File: config.mk
export PLATFORM = sky130hd
export DESIGN_NAME = rtlmem_rdstream
export DESIGN_NICKNAME = d
export VERILOG_FILES = /design/src/rtl/rtlmem_rdstream.sv
export SDC_FILE = /design/constraint.sdc
export NUM_CORES = 1
export LEC_CHECK = 0
export ABC_AREA = 1
export CAP_MARGIN = 20
export CORE_ASPECT_RATIO = 0.6
export CORE_MARGIN = 2
export CORE_UTILIZATION = 46
export DETAILED_ROUTE_END_ITERATION = 10
export HOLD_SLACK_MARGIN = 0.08
export PLACE_DENSITY = 0.69
export REMOVE_ABC_BUFFERS = 1
export SLEW_MARGIN = 15
export SYNTH_ARGS = -nofsm -noshare
export SYNTH_HDL_FRONTEND = slang
export SYNTH_SLANG_ARGS = --single-unit
File: constraint.sdc
create_clock -name rclk -period 5.6 [get_ports rclk]
set_input_delay 0.84 -clock rclk [delete_from_list [all_inputs] [get_ports rclk]]
set_output_delay 0.84 -clock rclk [all_outputs]
set_load 0.01 [all_outputs]
File: src/rtl/rtlmem_rdstream.sv
`default_nettype none
// rtlmem_rdstream: streams a contiguous address range out of a fixed-latency memory
// through a credit-protected output FIFO as a valid/ready/last stream.  rev 1.0
module rtlmem_rdstream #(
  parameter int G_RDADDR  = 10,
  parameter int G_RDWIDTH = 16,
  parameter int G_LATENCY = 2,
  parameter int G_FDEPTH  = 4,
  parameter int G_FADDR   = 2
) (
  input  logic                 rclk,
  input  logic                 rst_n,
  input  logic                 start,
  input  logic [G_RDADDR-1:0]  sbase,
  input  logic [G_RDADDR:0]    slen,
  output logic                 busy,
  output logic                 done,
  output logic                 memre,
  output logic [G_RDADDR-1:0]  memra,
  input  logic [G_RDWIDTH-1:0] memdo,
  output logic [G_RDWIDTH-1:0] odata,
  output logic                 ovalid,
  input  logic                 oready,
  output logic                 olast
);

  localparam int CW = G_FADDR + 2;
  localparam int LW = G_RDADDR + 1;
  localparam logic [CW-1:0] DEPTH_C = CW'(G_FDEPTH);

  typedef enum logic [1:0] {
    IDLE  = 2'd0,
    RUN   = 2'd1,
    DRAIN = 2'd2
  } state_t;

  state_t state, state_nx;

  logic [G_RDADDR-1:0]  addr;
  logic [G_RDADDR-1:0]  last_ra;
  logic [LW-1:0]        remain;
  logic [G_LATENCY-1:0] vld_sr;
  logic [G_LATENCY-1:0] last_sr;
  logic [G_FADDR-1:0]   wptr;
  logic [G_FADDR-1:0]   rptr;
  logic [G_FADDR:0]     occ;
  logic [CW-1:0]        inflight;
  logic [G_RDWIDTH:0]   fifo_mem [G_FDEPTH];
  logic [G_RDWIDTH:0]   head;
  logic                 issue;
  logic                 push;
  logic                 pop;
  logic                 room;
  logic                 head_last;

  always_comb begin
    inflight = '0;
    for (int i = 0; i < G_LATENCY; i++) begin
      inflight = inflight + CW'(vld_sr[i]);
    end
  end

  // Credit: every issued read owns a FIFO slot until it is popped.
  assign room      = (inflight + CW'(occ)) < DEPTH_C;
  assign push      = vld_sr[G_LATENCY-1];
  assign head      = fifo_mem[rptr];
  assign ovalid    = (occ != '0);
  assign pop       = ovalid && oready;
  assign head_last = head[G_RDWIDTH];
  assign odata     = ovalid ? head[G_RDWIDTH-1:0] : '0;
  assign olast     = ovalid && head_last;
  assign busy      = (state != IDLE);
  assign memre     = issue;
  assign memra     = issue ? addr : last_ra;

  always_ff @(posedge rclk) begin
    if (!rst_n) state <= IDLE;
    else        state <= state_nx;
  end

  always_comb begin
    state_nx = state;
    issue    = 1'b0;
    case (state)
      IDLE:  if (start && slen != '0) state_nx = RUN;
      RUN: begin
        if (room) begin
          issue = 1'b1;
          if (remain == LW'(1)) state_nx = DRAIN;
        end
      end
      DRAIN: if (pop && head_last) state_nx = IDLE;
      default: state_nx = IDLE;
    endcase
  end

  always_ff @(posedge rclk) begin
    if (!rst_n) begin
      addr    <= '0;
      last_ra <= '0;
      remain  <= '0;
      vld_sr  <= '0;
      last_sr <= '0;
      wptr    <= '0;
      rptr    <= '0;
      occ     <= '0;
      done    <= 1'b0;
    end else begin
      done <= (state == IDLE && start && slen == '0) ||
              (state == DRAIN && pop && head_last);
      if (state == IDLE && start) begin
        addr   <= sbase;
        remain <= slen;
      end
      if (issue) begin
        addr    <= addr + G_RDADDR'(1);
        remain  <= remain - LW'(1);
        last_ra <= addr;
      end
      vld_sr[0]  <= issue;
      last_sr[0] <= issue && (remain == LW'(1));
      for (int i = 1; i < G_LATENCY; i++) begin
        vld_sr[i]  <= vld_sr[i-1];
        last_sr[i] <= last_sr[i-1];
      end
      if (push) wptr <= wptr + G_FADDR'(1);
      if (pop)  rptr <= rptr + G_FADDR'(1);
      case ({push, pop})
        2'b10:   occ <= occ + (G_FADDR+1)'(1);
        2'b01:   occ <= occ - (G_FADDR+1)'(1);
        default: occ <= occ;
      endcase
    end
  end

  // Storage needs no reset: ovalid gates every read of it.
  always_ff @(posedge rclk) begin
    if (push) fifo_mem[wptr] <= {last_sr[G_LATENCY-1], memdo};
  end

endmodule
`default_nettype wire

## After elaboration in Yosys (flattened, before gate mapping)

Memories as Yosys holds them, arrays and structs flattened. A register that Yosys moved wholly into a read port is not among the register bits.
Cells that the tools add are included.

- $add $sub $neg: 8
- $lt $le $gt $ge: 1
- Equality and inequality tests: 9
- Muxes and demuxes: 18
- Reductions and logical operators: 18

Operators with widths:

| operator | count |
|---|---|
| two-way mux 10 bit | 3 |
| two-way mux 11 bit | 2 |
| two-way mux 16 bit | 1 |
| two-way mux 2 bit | 6 |
| equality test 11 x 1 -> 1 bit (second input constant) | 1 |
| zero test 11 bit | 1 |
| nonzero test 11 bit | 1 |
| subtractor 11 x 1 -> 11 bit (second input constant) | 1 |
| adder 10 x 1 -> 10 bit (second input constant) | 1 |
| logical AND 1 bit | 9 |
| inequality test 2 bit (second input constant) | 4 |
| one-hot mux 2 bit (3 select lines) | 1 |
| one-hot mux 3 bit (2 select lines) | 1 |
| nonzero test 2 bit | 3 |
| adder 2 x 1 -> 2 bit (second input constant) | 2 |
| adder 2 x 3 -> 4 bit | 1 |
| equality test 2 x 1 -> 1 bit (second input constant) | 2 |
| equality test 2 bit (second input constant) | 2 |
| < comparator 4 x 3 -> 1 bit (second input constant) | 1 |
| two-way mux 1 bit | 4 |
| AND reduction 4 bit | 1 |
| adder 3 x 1 -> 3 bit (second input constant) | 1 |
| nonzero test 3 bit | 1 |
| subtractor 3 x 1 -> 3 bit (second input constant) | 1 |
| 3 further kinds | 3 |

- Register bits after elaboration: 45
- Memory bits (writable): 68
- Input bits: 41
- Memories kept: 1

Memory list:

| memory | depth | width | rd ports | clocked after memory_dff | write ports | line | RTL |
|---|---|---|---|---|---|---|---|
| fifo_mem | 4 | 17 | 1 | 1 | 1 | 48 | `logic [G_RDWIDTH:0] fifo_mem [G_FDEPTH];` |

## Logic depth before layout (Yosys ltp)

- Depth in word-level cells: 6
- Mapped depth: 13
- Mapped depth without buffers: 13

## Least setup slack after synthesis

OpenSTA, ideal clock, no wires.

- Path type: flip-flop to output port
- From: register occ[0]
- To: output port memra[1]
- Arrival: 1444 ps
- Slack: 3316 ps
- Cell stages (with the launch flop): 10
- Path buffers: 2
- Path through: dfxtp_1 > ha_1 > nand2_2 > nand2_2 > nand2_1 > nand2_1 > buf_6 > buf_6 > o21ai_0 > inv_1

- Longest elaborated chain between the ends: 5

Ends and longest elaborated chain:

| element | line | RTL |
|---|---|---|
| from (decl) | 46 | `logic [G_FADDR:0] occ;` |
| from (signal assigned) | 129 | `2'b10: occ <= occ + (G_FADDR+1)'(1);` |
| from (signal assigned) | 130 | `2'b01: occ <= occ - (G_FADDR+1)'(1);` |
| adder 2 x 3 -> 4 bit | 64 | `assign room = (inflight + CW'(occ)) < DEPTH_C;` |
| < comparator 4 x 3 -> 1 bit | 64 |  |
| two-way mux 1 bit | 87 | `if (room) begin` |
| two-way mux 1 bit | 84 | `case (state)` |
| two-way mux 10 bit | n/a |  |
| to (decl) | 19 | `output logic [G_RDADDR-1:0] memra,` |

Every way passes these cells.

==> metrics <==
Hold WS=0.437 ns; hold wc startpoint=last_sr[0]; Clk Latency, worst-skew pair=0.41 ns; Data required, critical path=4.76 ns; number of iterations in the first detailed-routing pass=5; Worst setup SP type=register; Core Area=0.0111 mm²; GR Overflow Total=0; Worst VDD drop=280 µV; Total Routing Usage GR=19.6%; slowest CP cell=dfxtp_1; leakage power=2.54 nW; r2r worst-path depth=13; TritonCTS clock tree=done; hold_buf cts=0; Post-route DRC=0; Post-CTS Setup Bufs=0; worst slew pin tran=0.846 ns; row cnt=30; area post-placement=0.00596 mm²; post-synthesis cell type count=37; initial antenna violation count=0; outcome=finished, final reports clean; PostCTS Resize Cnt=0; largest net degree at the start of global routing=39; crit path time final=3.88 ns; sequential element share of the synthesized area=57.3%; Post-Synthesis Cell Area=0.00521 mm²; CTS Root Cell=clkbuf_16; Finished Core Util=59.0%; Max Fclk=258 MHz; post-DP HPWL=7430 µm; setup tns final=0 ns; max-slew violation count=0; crit path max fanout=18; Min-Delay Path Class=register to register; clock tree buffer depth=2; area leader, netlist=edfxtp_1; clk sinks=115; average vias per placed instance=5.09; Starting DRT DRC Count=252; CP delay by family, top=buffers and inverters; via count=4080; Layout Nets=696; Buf/Inv on CP=2; Critical Path End Type=primary output; vias in the first global route=3963; MaxCap Viol Count=0; P per Cell Area=365 mW/mm²; top cell type's share of synthesized area=39.2%; RePlAce Congestion=0.835; hold path depth=2; TritonCTS Buffers=17; Max-slew headroom=43.5%; Initial Utilization=46.7%; ant diodes=0; Die Y-Extent=86.4 µm; Setup CP Type=register to primary output; post-route cell area=0.00658 mm²; Synth-to-Final Area Change=26.3%; wire per inst=14.4 µm; critical path arrival=3.04 ns; endpoints failing setup=0; r2r startpoint=occ[2]; port bufs=71; Die X=141 µm; fin crit share=69.2%; first-pass GRT wire length=18700 µm; top cells by area, synth=edfxtp_1, dfxtp_1, nor2_1, nand2_1, o21ai_0; layout cell share with drive strength beyond 1=8.36%; synthesized area per cell=9.01 µm²; RSZ-0062 raised after global routing=no; Synth warnings=0; Die ar.=0.0122 mm²; Largest stage delay, worst path=0.79 ns; worst clock skew=0.0127 ns; Post-Syn Instances=578; post-route ant nets=0; CTS H-tree depth=4; crit path cell chain=clkinv_1 -> nor2_1 -> o21ai_0 -> a21oi_1 -> clkdlybuf4s50_1; Seq cells post-synth=115; I/O pins=72; Post-Route WL=11500 µm; Fin. Hold Viols=0; WP depth=5; Clk pin slew, worst setup/hold paths=0.05 ns
[worst paths after layout]
check	endpoint	slack (ns)
worst max register to register	occ[2]	3.21
worst min register to register	last_sr[1]	0.44
worst min-delay path	last_sr[1]	0.44
worst max-delay path	odata[6]	1.72
[registers in the layout (all words and copies together) (netlist names), named ones only]
| signal | count |
|---|---|
| last_ra | 10 |
| vld_sr | 2 |
| addr | 10 |
| state | 2 |
| done | 1 |
| occ | 3 |
| last_sr | 2 |
| remain | 11 |
| wptr | 2 |
| fifo_mem | 68 |
| rptr | 2 |
[worst min-delay path, delay by kind of cell, from the launching register on]
kind | cells | cell delay (ns)
buffers and inverters | 1 | 0.04
DFF | 1 | 0.31
and+or+nand+nor | 1 | 0.05
[cell families (layout without fill, tap and decap cells)]
group	after synthesis	count (layout)	share of synthesized area, %
adders and majority gates	10	10	2.55
buffers and inverters	80	160	6.82
DFF	115	115	57.3
and+or+nand+nor	246	246	19.7
xor gates and xnor gates	7	7	1.18
AOI/OAI and AO/OA	120	120	12.4
[cells in the mapped netlist, drive strengths merged]
library cell  number
nor2             111
nand2             97
edfxtp            68
o21ai             65
inv               53
dfxtp             47
a21oi             45
nand3             23
buf               13
clkbuf            13
ha                 9
a31oi              6
or2                6
nor3               4
xor2               4
a211oi             3
nand4              3
xnor2              3
nand3b             2
clkinv             1
fa                 1
o22ai              1
[through the flow]
stage	setup WS [ns]	total power, W	std cells
4_1_cts	1.64	0.00241	801
6_report	1.72	0.00240	802
2_1_floorplan	2.96	0.00116	552
3_5_place_dp	2.11	0.00131	769
3_3_place_gp	2.18	0.00130	769
5_1_grt	1.48	0.00249	802
[per-layer routing]
layer | global-route usage, % | wire (µm) | vias to the layer above
met2 | 32.0 | 5460 | 74
met3 | 4.36 | 436 | 7
met1 | 25.9 | 5550 | 1939
li1 | - | - | 2060
met5 | 0 | 0 | -
met4 | 7.18 | 69 | 0
[cells in the final DEF (no fill, tap or decap), types with 3 or more instances in the layout]
cell	instances
nor2_1	108
ha_1	9
o21ai_0	61
xnor2_1	3
nand4_1	3
clkbuf_1	4
nor2_4	3
nor3_1	3
dfxtp_1	47
a21oi_1	44
inv_2	7
clkinv_1	3
a31oi_1	5
clkbuf_16	17
clkinv_2	3
inv_1	46
bufinv_16	4
xor2_1	4
nand3_1	22
edfxtp_1	68
nand2_1	94
or2_2	6
nand2_2	3
clkdlybuf4s50_1	71
o21ai_1	3
[layout make-up]
type | instances | area, µm²
flip-flops and latches | 115 | 2980
multi-input cells | 383 | 1870
fillers | 920 | 4570
repair buffers | 74 | 741
clock inverters | 11 | 160
clock buffers | 21 | 440
well taps | 144 | 180
inverters | 54 | 203
[report_power, final]
part | total, W | internal [W] | switching, W
Clock | 0.00111 | 0.000740 | 0.000366
Combinational | 0.000335 | 0.000146 | 0.000189
Sequential | 0.000960 | 0.000929 | 0.0000311
Total | 0.00240 | 0.00181 | 0.000587
(Power assumes the default switching activity.)
